**src/rtl/shreg_pkg.sv**
```systemverilog
// Shared types for the universal shift register: operation modes and burst FSM states.
package shreg_pkg;

   typedef enum logic [2:0] {
      HOLD  = 3'd0,
      SHL   = 3'd1,
      SHR   = 3'd2,
      ROL   = 3'd3,
      ROR   = 3'd4,
      ASR   = 3'd5,
      LOAD  = 3'd6,
      CLEAR = 3'd7
   } shreg_mode_e;

   typedef enum logic {
      IDLE = 1'b0,
      RUN  = 1'b1
   } shreg_state_e;

endpackage

```
**src/rtl/shreg_step_unit.sv**
```systemverilog
// Combinational next-value unit: computes one STEP-bit operation on the current
// register contents, plus the bits pushed out and whether sout should take them.
module shreg_step_unit
   import shreg_pkg::*;
#(
   parameter int WIDTH = 8,
   parameter int STEP  = 1
) (
   input  logic [WIDTH-1:0] cur_i,
   input  shreg_mode_e      mode_i,
   input  logic [STEP-1:0]  din_i,
   input  logic [WIDTH-1:0] pdata_i,
   output logic [WIDTH-1:0] nxt_o,
   output logic [STEP-1:0]  sout_o,
   output logic             sout_upd_o
);

   // Select the operation; HOLD/LOAD/CLEAR leave sout alone.
   always_comb begin
      nxt_o      = cur_i;
      sout_o     = cur_i[STEP-1:0];
      sout_upd_o = 1'b0;
      case (mode_i)
         SHL: begin
            nxt_o      = {cur_i[WIDTH-STEP-1:0], din_i};
            sout_o     = cur_i[WIDTH-1 -: STEP];
            sout_upd_o = 1'b1;
         end
         SHR: begin
            nxt_o      = {din_i, cur_i[WIDTH-1:STEP]};
            sout_o     = cur_i[STEP-1:0];
            sout_upd_o = 1'b1;
         end
         ROL: begin
            nxt_o      = {cur_i[WIDTH-STEP-1:0], cur_i[WIDTH-1 -: STEP]};
            sout_o     = cur_i[WIDTH-1 -: STEP];
            sout_upd_o = 1'b1;
         end
         ROR: begin
            nxt_o      = {cur_i[STEP-1:0], cur_i[WIDTH-1:STEP]};
            sout_o     = cur_i[STEP-1:0];
            sout_upd_o = 1'b1;
         end
         ASR: begin
            nxt_o      = {{STEP{cur_i[WIDTH-1]}}, cur_i[WIDTH-1:STEP]};
            sout_o     = cur_i[STEP-1:0];
            sout_upd_o = 1'b1;
         end
         LOAD:    nxt_o = pdata_i;
         CLEAR:   nxt_o = '0;
         default: nxt_o = cur_i;
      endcase
   end

endmodule

```
**src/rtl/univ_shift_reg.sv**
```systemverilog
// Universal shift register with direct single-cycle operation and counted bursts
// via start/busy/done. Optional parity output enabled by defining SHREG_PARITY_EN.
module univ_shift_reg
   import shreg_pkg::*;
#(
   parameter  int WIDTH = 8,
   parameter  int STEP  = 1,
   localparam int CNT_W = $clog2(WIDTH+1)
) (
   input  logic             clk,
   input  logic             rst,
   input  logic             en,
   input  shreg_mode_e      mode,
   input  logic [STEP-1:0]  din,
   input  logic [WIDTH-1:0] pdata,
   input  logic             start,
   input  logic [CNT_W-1:0] count,
   output logic [WIDTH-1:0] out,
   output logic [STEP-1:0]  sout,
   output logic             busy,
   output logic             done
`ifdef SHREG_PARITY_EN
   ,
   output logic             par
`endif
);

   if (WIDTH < 2 || STEP < 1 || STEP >= WIDTH || (WIDTH % STEP) != 0) begin : g_bad_cfg
      $error("univ_shift_reg: illegal WIDTH/STEP combination");
   end

   shreg_state_e     state_q, state_d;
   shreg_mode_e      mode_q, mode_d;
   logic [CNT_W-1:0] rem_q, rem_d;
   logic [WIDTH-1:0] out_q, out_d;
   logic [STEP-1:0]  sout_q, sout_d;
   logic             done_q, done_d;

   shreg_mode_e      op_mode;
   logic [WIDTH-1:0] step_nxt;
   logic [STEP-1:0]  step_sout;
   logic             step_upd;

   // A burst uses the mode latched at start; direct operation uses the live input.
   assign op_mode = (state_q == RUN) ? mode_q : mode;

   shreg_step_unit #(.WIDTH(WIDTH), .STEP(STEP)) u_step (
      .cur_i      (out_q),
      .mode_i     (op_mode),
      .din_i      (din),
      .pdata_i    (pdata),
      .nxt_o      (step_nxt),
      .sout_o     (step_sout),
      .sout_upd_o (step_upd)
   );

   // State/data registers with synchronous active-low reset.
   always_ff @(posedge clk) begin
      if (!rst) begin
         state_q <= IDLE;
         mode_q  <= HOLD;
         rem_q   <= '0;
         out_q   <= '0;
         sout_q  <= '0;
         done_q  <= 1'b0;
      end else begin
         state_q <= state_d;
         mode_q  <= mode_d;
         rem_q   <= rem_d;
         out_q   <= out_d;
         sout_q  <= sout_d;
         done_q  <= done_d;
      end
   end

   // Next-state: start beats direct op in IDLE; RUN applies mode_q on each enabled edge.
   always_comb begin
      state_d = state_q;
      mode_d  = mode_q;
      rem_d   = rem_q;
      out_d   = out_q;
      sout_d  = sout_q;
      done_d  = 1'b0;
      case (state_q)
         IDLE: begin
            if (start) begin
               if (count != '0) begin
                  mode_d  = mode;
                  rem_d   = count;
                  state_d = RUN;
               end else begin
                  done_d = 1'b1;
               end
            end else if (en) begin
               out_d = step_nxt;
               if (step_upd) sout_d = step_sout;
            end
         end
         RUN: begin
            if (en) begin
               out_d = step_nxt;
               if (step_upd) sout_d = step_sout;
               rem_d = rem_q - 1'b1;
               if (rem_q == CNT_W'(1)) begin
                  state_d = IDLE;
                  done_d  = 1'b1;
               end
            end
         end
         default: state_d = IDLE;
      endcase
   end

   assign out  = out_q;
   assign sout = sout_q;
   assign busy = (state_q == RUN);
   assign done = done_q;

`ifdef SHREG_PARITY_EN
   assign par = ^out_q;
`endif

endmodule

```
**config.mk**
```make
export PLATFORM = sky130hd
export DESIGN_NAME = univ_shift_reg
export DESIGN_NICKNAME = d
export VERILOG_FILES = /design/src/rtl/shreg_pkg.sv /design/src/rtl/shreg_step_unit.sv /design/src/rtl/univ_shift_reg.sv
export SDC_FILE = /design/constraint.sdc
export NUM_CORES = 1
export LEC_CHECK = 0
export ABC_AREA = 1
export BUFFER_PORTS_ARGS = -buffer_cell sky130_fd_sc_hd__buf_2
export CORE_MARGIN = 10
export CORE_UTILIZATION = 35
export CTS_BUF_LIST = sky130_fd_sc_hd__clkbuf_8
export CTS_CLUSTER_DIAMETER = 120
export DETAILED_ROUTE_END_ITERATION = 10
export PLACE_DENSITY_LB_ADDON = 0.25
export SLEW_MARGIN = 20
export SYNTH_ARGS = -nofsm -noshare
export SYNTH_HDL_FRONTEND = slang
export SYNTH_SLANG_ARGS = --single-unit
```
**constraint.sdc**
```tcl
create_clock -name clk -period 2.7 [get_ports clk]
set_input_delay 0.54 -clock clk [delete_from_list [all_inputs] [get_ports clk]]
set_output_delay 0.54 -clock clk [all_outputs]
set_load 0.01 [all_outputs]
```
Yosys cells after proc, flatten, opt, wreduce, memory -nomap -nowiden
Cells that the tools add are included.

$add $sub $neg: 1. Equal/unequal tests: 12. Mux-type cells: 25. Bitwise gates (word level): 1. Reductions and logical operators: 5.

Operator list (count): $pmux W8 S7 (1); $mux W8 (2); $pmux W8 S2 (1); $mux W1 (13); $eq A3 B3 Y1 const B (4); $mux W4 (3); $ne A2 B2 Y1 const B (4); $pmux W4 S2 (1); $eq A3 B2 Y1 const B (2); $pmux W1 S2 (3); $reduce_and A3 Y1 (2); $reduce_or A5 Y1 (1); $eq A4 B1 Y1 const B (1); $reduce_bool A4 Y1 (1); $sub A4 B1 Y4 const B (1); $eq A3 B1 Y1 const B (1); $mux W3 (1); $reduce_or A2 Y1 (1); $not A1 Y1 (1).

Register bits: 18. Logic and storage cells: 50.

Depth between registers and ports, before layout
Word-level depth: 8. Gate-level depth with buffers: 10. Mapped depth without buffers: 10.

By module
Synthesis repeated with hierarchy kept, for this count alone.

Cells, all modules: 204. Area total of the unflattened synthesis: 1292.5 µm².

By module, submodules not included: univ_shift_reg (times used 1, cells each 111, area an instance 837.1 µm², sequential area each 360.3 µm²); shreg_step_unit (times used 1, cells each 93, area an instance 455.4 µm², sequential area each 0.0 µm²).

Worst setup path before layout
Ideal clock, no wire load.

Path type: in2reg. Start point: input port mode[1]. End point: register out_q[7] (netlist: out[7]). Setup time: 0.116 ns. Arrival: 1.221 ns. Slack: 1.363 ns. Stages: 8. Buffers on the path: 0. Path through: nand2_1 nand2_4 nor2_4 nand2_4 nand2_4 nor2_1 o21ai_0 nor2_1.

Cells in the longest elaborated chain, start to end: 6. Elaborated cells on any way between the ends: 12. Classes of those cells: 7 x eq/ne; 5 x mux.

Ends and longest elaborated chain: start: declaration (line univ_shift_reg.sv:13) `input shreg_mode_e mode,`; $mux W3 (*) (line univ_shift_reg.sv:45) `assign op_mode = (state_q == RUN) ? mode_q : mode;`; $eq A3 B3 Y1, or another cell as far along (line shreg_step_unit.sv:23) `case (mode_i)`; $pmux W8 S7 (*) (line shreg_step_unit.sv:23); $mux W8 (*) (line univ_shift_reg.sv:94, univ_shift_reg.sv:100); $mux W8 (line univ_shift_reg.sv:86) `if (start) begin`; $pmux W8 S2 (*) (line univ_shift_reg.sv:84) `case (state_q)`; end signal: assignment (line univ_shift_reg.sv:70) `out_q <= out_d;`; end: declaration (line univ_shift_reg.sv:35) `logic [WIDTH-1:0] out_q, out_d;`.

Every way passes the cells marked *; elsewhere a longest branch is shown, timed or not. The select of a mux whose other input is x is not followed. A chain may end at the register's enable or synchronous reset.

Final worst setup path
Start point: register state_q (netlist: busy). End point: register out_q[3] (netlist: out[3]).

Cells in the longest elaborated chain, start to end: 6. Elaborated cells on any way between the ends: 14. Classes of those cells: 8 x eq/ne; 5 x mux; 1 x bitwise.

Ends and longest elaborated chain: start: declaration (line univ_shift_reg.sv:32) `shreg_state_e state_q, state_d;`; start signal: assignment (line univ_shift_reg.sv:67) `state_q <= state_d;`; $mux W3 (line univ_shift_reg.sv:45); $eq A3 B3 Y1, or another cell as far along (line shreg_step_unit.sv:23); $pmux W8 S7 (line shreg_step_unit.sv:23); $mux W8 (line univ_shift_reg.sv:94, univ_shift_reg.sv:100); $mux W8 (line univ_shift_reg.sv:86); $pmux W8 S2 (line univ_shift_reg.sv:84).

Several ways; a longest one is shown, not always the timed one. The select of a mux whose other input is x is not followed.

==> summary.txt <==
Run status
  – Status: complete, no violations

Logic synthesis
  – Ys Warns: 0
  – Avg Cell Area, Syn: 7.07 um^2
  – Mapped Nets: 181
  – Sequential area share after synthesis: 0.321
  – Synth unique cells: 23
  – Synth cell count leaders: nand2_1 (27), dfxtp_1 (18), nand3_1 (16)
  – Synth area leaders: dfxtp_1 (32%), nand2_1 (9.0%), nand2_4 (8.0%), nand3_1 (7.1%), a21oi_1 (6.7%)
  – Cell Area, Synth: 0.00112 mm^2
  – Dominant cell type by area after synthesis: dfxtp_1
  – Post-synth ARST share: 0
  – Number of synthesized flops with an enable pin: 0
  – Count leader, synth: nand2_1
  – Post-synth top area share: 0.321
  – Prevailing post-synth register cell: dfxtp_1
  – Synthesized flop and latch total: 18
  – Syn Inst Count: 159

Global routing
  – Total gr overflow: 0
  – First-pass GRT wire length: 5280 um
  – GR Util All Layers: 0.106
  – Vias in the first global route: 1186
  – Largest net degree at the start of global routing: 15
  – Antenna violations before repair: 0

Timing
  – Setup TNS: 0 ns
  – Worst-Margin Slew: 0.511 ns
  – Clock Skews: 0.0109 ns
  – Endpoints failing hold: 0
  – Unrepaired setup endpoints after global routing: no
  – Fin crit share: 0.671
  – Setup violators final: 0
  – Slew Limit Fails: 0
  – Period minus WS final: 1.81 ns
  – PnR worst setup slack: 0.889 ns
  – Fmax: 552 MHz
  – Slew HR: 0.659

Worst setup path
  – Worst path max stage delay: 0.64 ns
  – Critical Path Start Type: register
  – FF-to-FF setup slack: 0.89 ns
  – Critical Path End Type: register
  – Crit path arrival time: 1.93 ns
  – Critical path depth: 9
  – Crit Path Category: reg2reg
  – Critical Path Fanout Max: 13
  – WP buf/inv: 2
  – Slowest cell on crit path: dfxtp_1
  – Reg2reg start: busy
  – R2r endpoint: out[3]
  – Crit path top cell by count: nand2_4
  – CP delay by family, top: flip-flops
  – Required time of the critical path: 2.82 ns
  – R2R cell count: 9
  – Cell Chain, Critical Path: inv_2 > nand2_1 > nand2_4 > nor2_4 > nand2_4 > nand2_4 > inv_4 > o21ai_1 > a31oi_1

Detailed routing
  – # DRC: 0
  – Post-Route WL: 2960 um
  – Post-route ant nets: 0
  – Via density: 4.94
  – DR iter-0 viols: 108
  – Detailed Routing Iterations Pass 1: 4
  – Avg WL per Cell: 12.7 um
  – Vias: 1151

Finish
  – Share of layout cells above drive strength 1: 0.291
  – Final Instance Count excl. Fillers: 233
  – Filler cells: 350
  – Fin nets: 213
  – Area growth, synth to finish: 19.6%
  – Utilization after layout: 0.440
  – Antenna fix cells: 0

CTS
  – Clock Tree Buf Depth: 2
  – CTS hold repair buffers: 0
  – Clock slew at reported path FFs: 0.07 ns
  – Post-cts repair resize count: 0
  – Root Buffer Master: clkbuf_8
  – Total CTS buffers: 3
  – Clock latency reported for the late side of the worst-skew pair: 0.25 ns
  – CTS tree: done
  – CTS sink cnt: 18
  – Post-CTS Setup Bufs: 0
  – H-tree levels: 1

Floorplan
  – Rows: 20
  – Initial core utilization: 0.368
  – Die area: 0.00588 mm^2
  – Die Wd: 76.7 um
  – Io pins: 31
  – Die height: 76.7 um
  – Core ar.: 0.00305 mm^2

Placement
  – Placer Congestion: 0.884
  – Dpl cells: 230
  – Pre-CTS setup slack: 0.906 ns
  – DP HPWL: 2370 um
  – IO Port Bufs: 30

Flow run
  – Max Cap Viol: 0

Worst hold path
  – Worst hold path depth: 2
  – Worst Hold Class: reg2reg
  – Hold path startpoint: sout
  – Hold EP: sout

Power
  – Overall Power: 0.714 mW
  – Pleak: 0.632 nW
  – Max VDD drop: 0.000306 V
  – PD cells: 531 mW/mm^2
## flip-flops by register name (all words and copies together), names as in the netlist
| signal | flops |
|---|---|
| rem_q | 4 |
| busy | 1 |
| sout | 1 |
| done | 1 |
| mode_q | 3 |
| out | 8 |
## power breakdown
group          switching, mW  internal (mW)  leakage [nW]  total [mW]
sequential            0.0261          0.291         0.148       0.317
combinational          0.135         0.0761         0.462       0.211
clock                 0.0864         0.0990        0.0216       0.185
total                  0.247          0.466         0.632       0.714
## routing by layer
layer	GRT usage	vias up	part of all wire
met2	0.175	25	0.46
met4	0.0372	0	0.011
met5	0	-	0
li1	-	601	-
met3	0.0361	4	0.057
met1	0.122	521	0.47
## cell usage in the layout, fill, tap and decap left out, drive strengths merged, types with 2 or more instances in the layout
master / count
nand2: 42
buf: 30
dfxtp: 18
inv: 18
o21ai: 17
nand3: 16
a21oi: 15
nor2: 12
a31oi: 7
nand4: 4
clkbuf: 3
a211oi: 2
ha: 2
## worst max-delay path by stage
stage,startpoint,to,slack (ns)
2_1_floorplan,mode[1],out[7],1.36
3_3_place_gp,busy,out[7],1.0
3_5_place_dp,busy,out[3],0.91
4_1_cts,busy,out[3],0.89
5_1_grt,busy,out[5],0.71
6_report,busy,out[3],0.89
## tightest hold or removal path: stages (launching register included)
cell and delay, ns:
dfxtp_1 0.31, nand2_1 0.06, a21oi_1 0.05
## cell type report
| type | count | area, um^2 | area share |
|---|---|---|---|
| Clock buffer | 3 | 41.3 | 0.0307 |
| Inverter | 18 | 70.1 | 0.0521 |
| Multi-Input combinational cell | 120 | 667 | 0.496 |
| Sequential cell | 18 | 360 | 0.268 |
| Tap cell | 44 | 55.1 | 0.0410 |
| Timing Repair Buffer | 30 | 150 | 0.112 |
## kinds of logic (layout without fill, tap and decap cells)
kind of cell / Yosys count / after routing / synth area share
adders and majority gates: 2 / 2 / 0.0223
buffers and inverters: 21 / 51 / 0.0857
AOI/OAI and AO/OA: 41 / 41 / 0.195
DFF: 18 / 18 / 0.321
xor gates and xnor gates: 1 / 1 / 0.00780
and+or+nand+nor: 76 / 76 / 0.369
## through the flow
stage	hold WS, ns	area [um^2]
final	0.461	1340
after global routing	0.480	1340
after CTS	0.465	1340
after detailed placement	0.453	1300
after global placement	0.452	1300
after floorplan	0.443	1120
No activity file was read; power rests on OpenSTA's default activity.
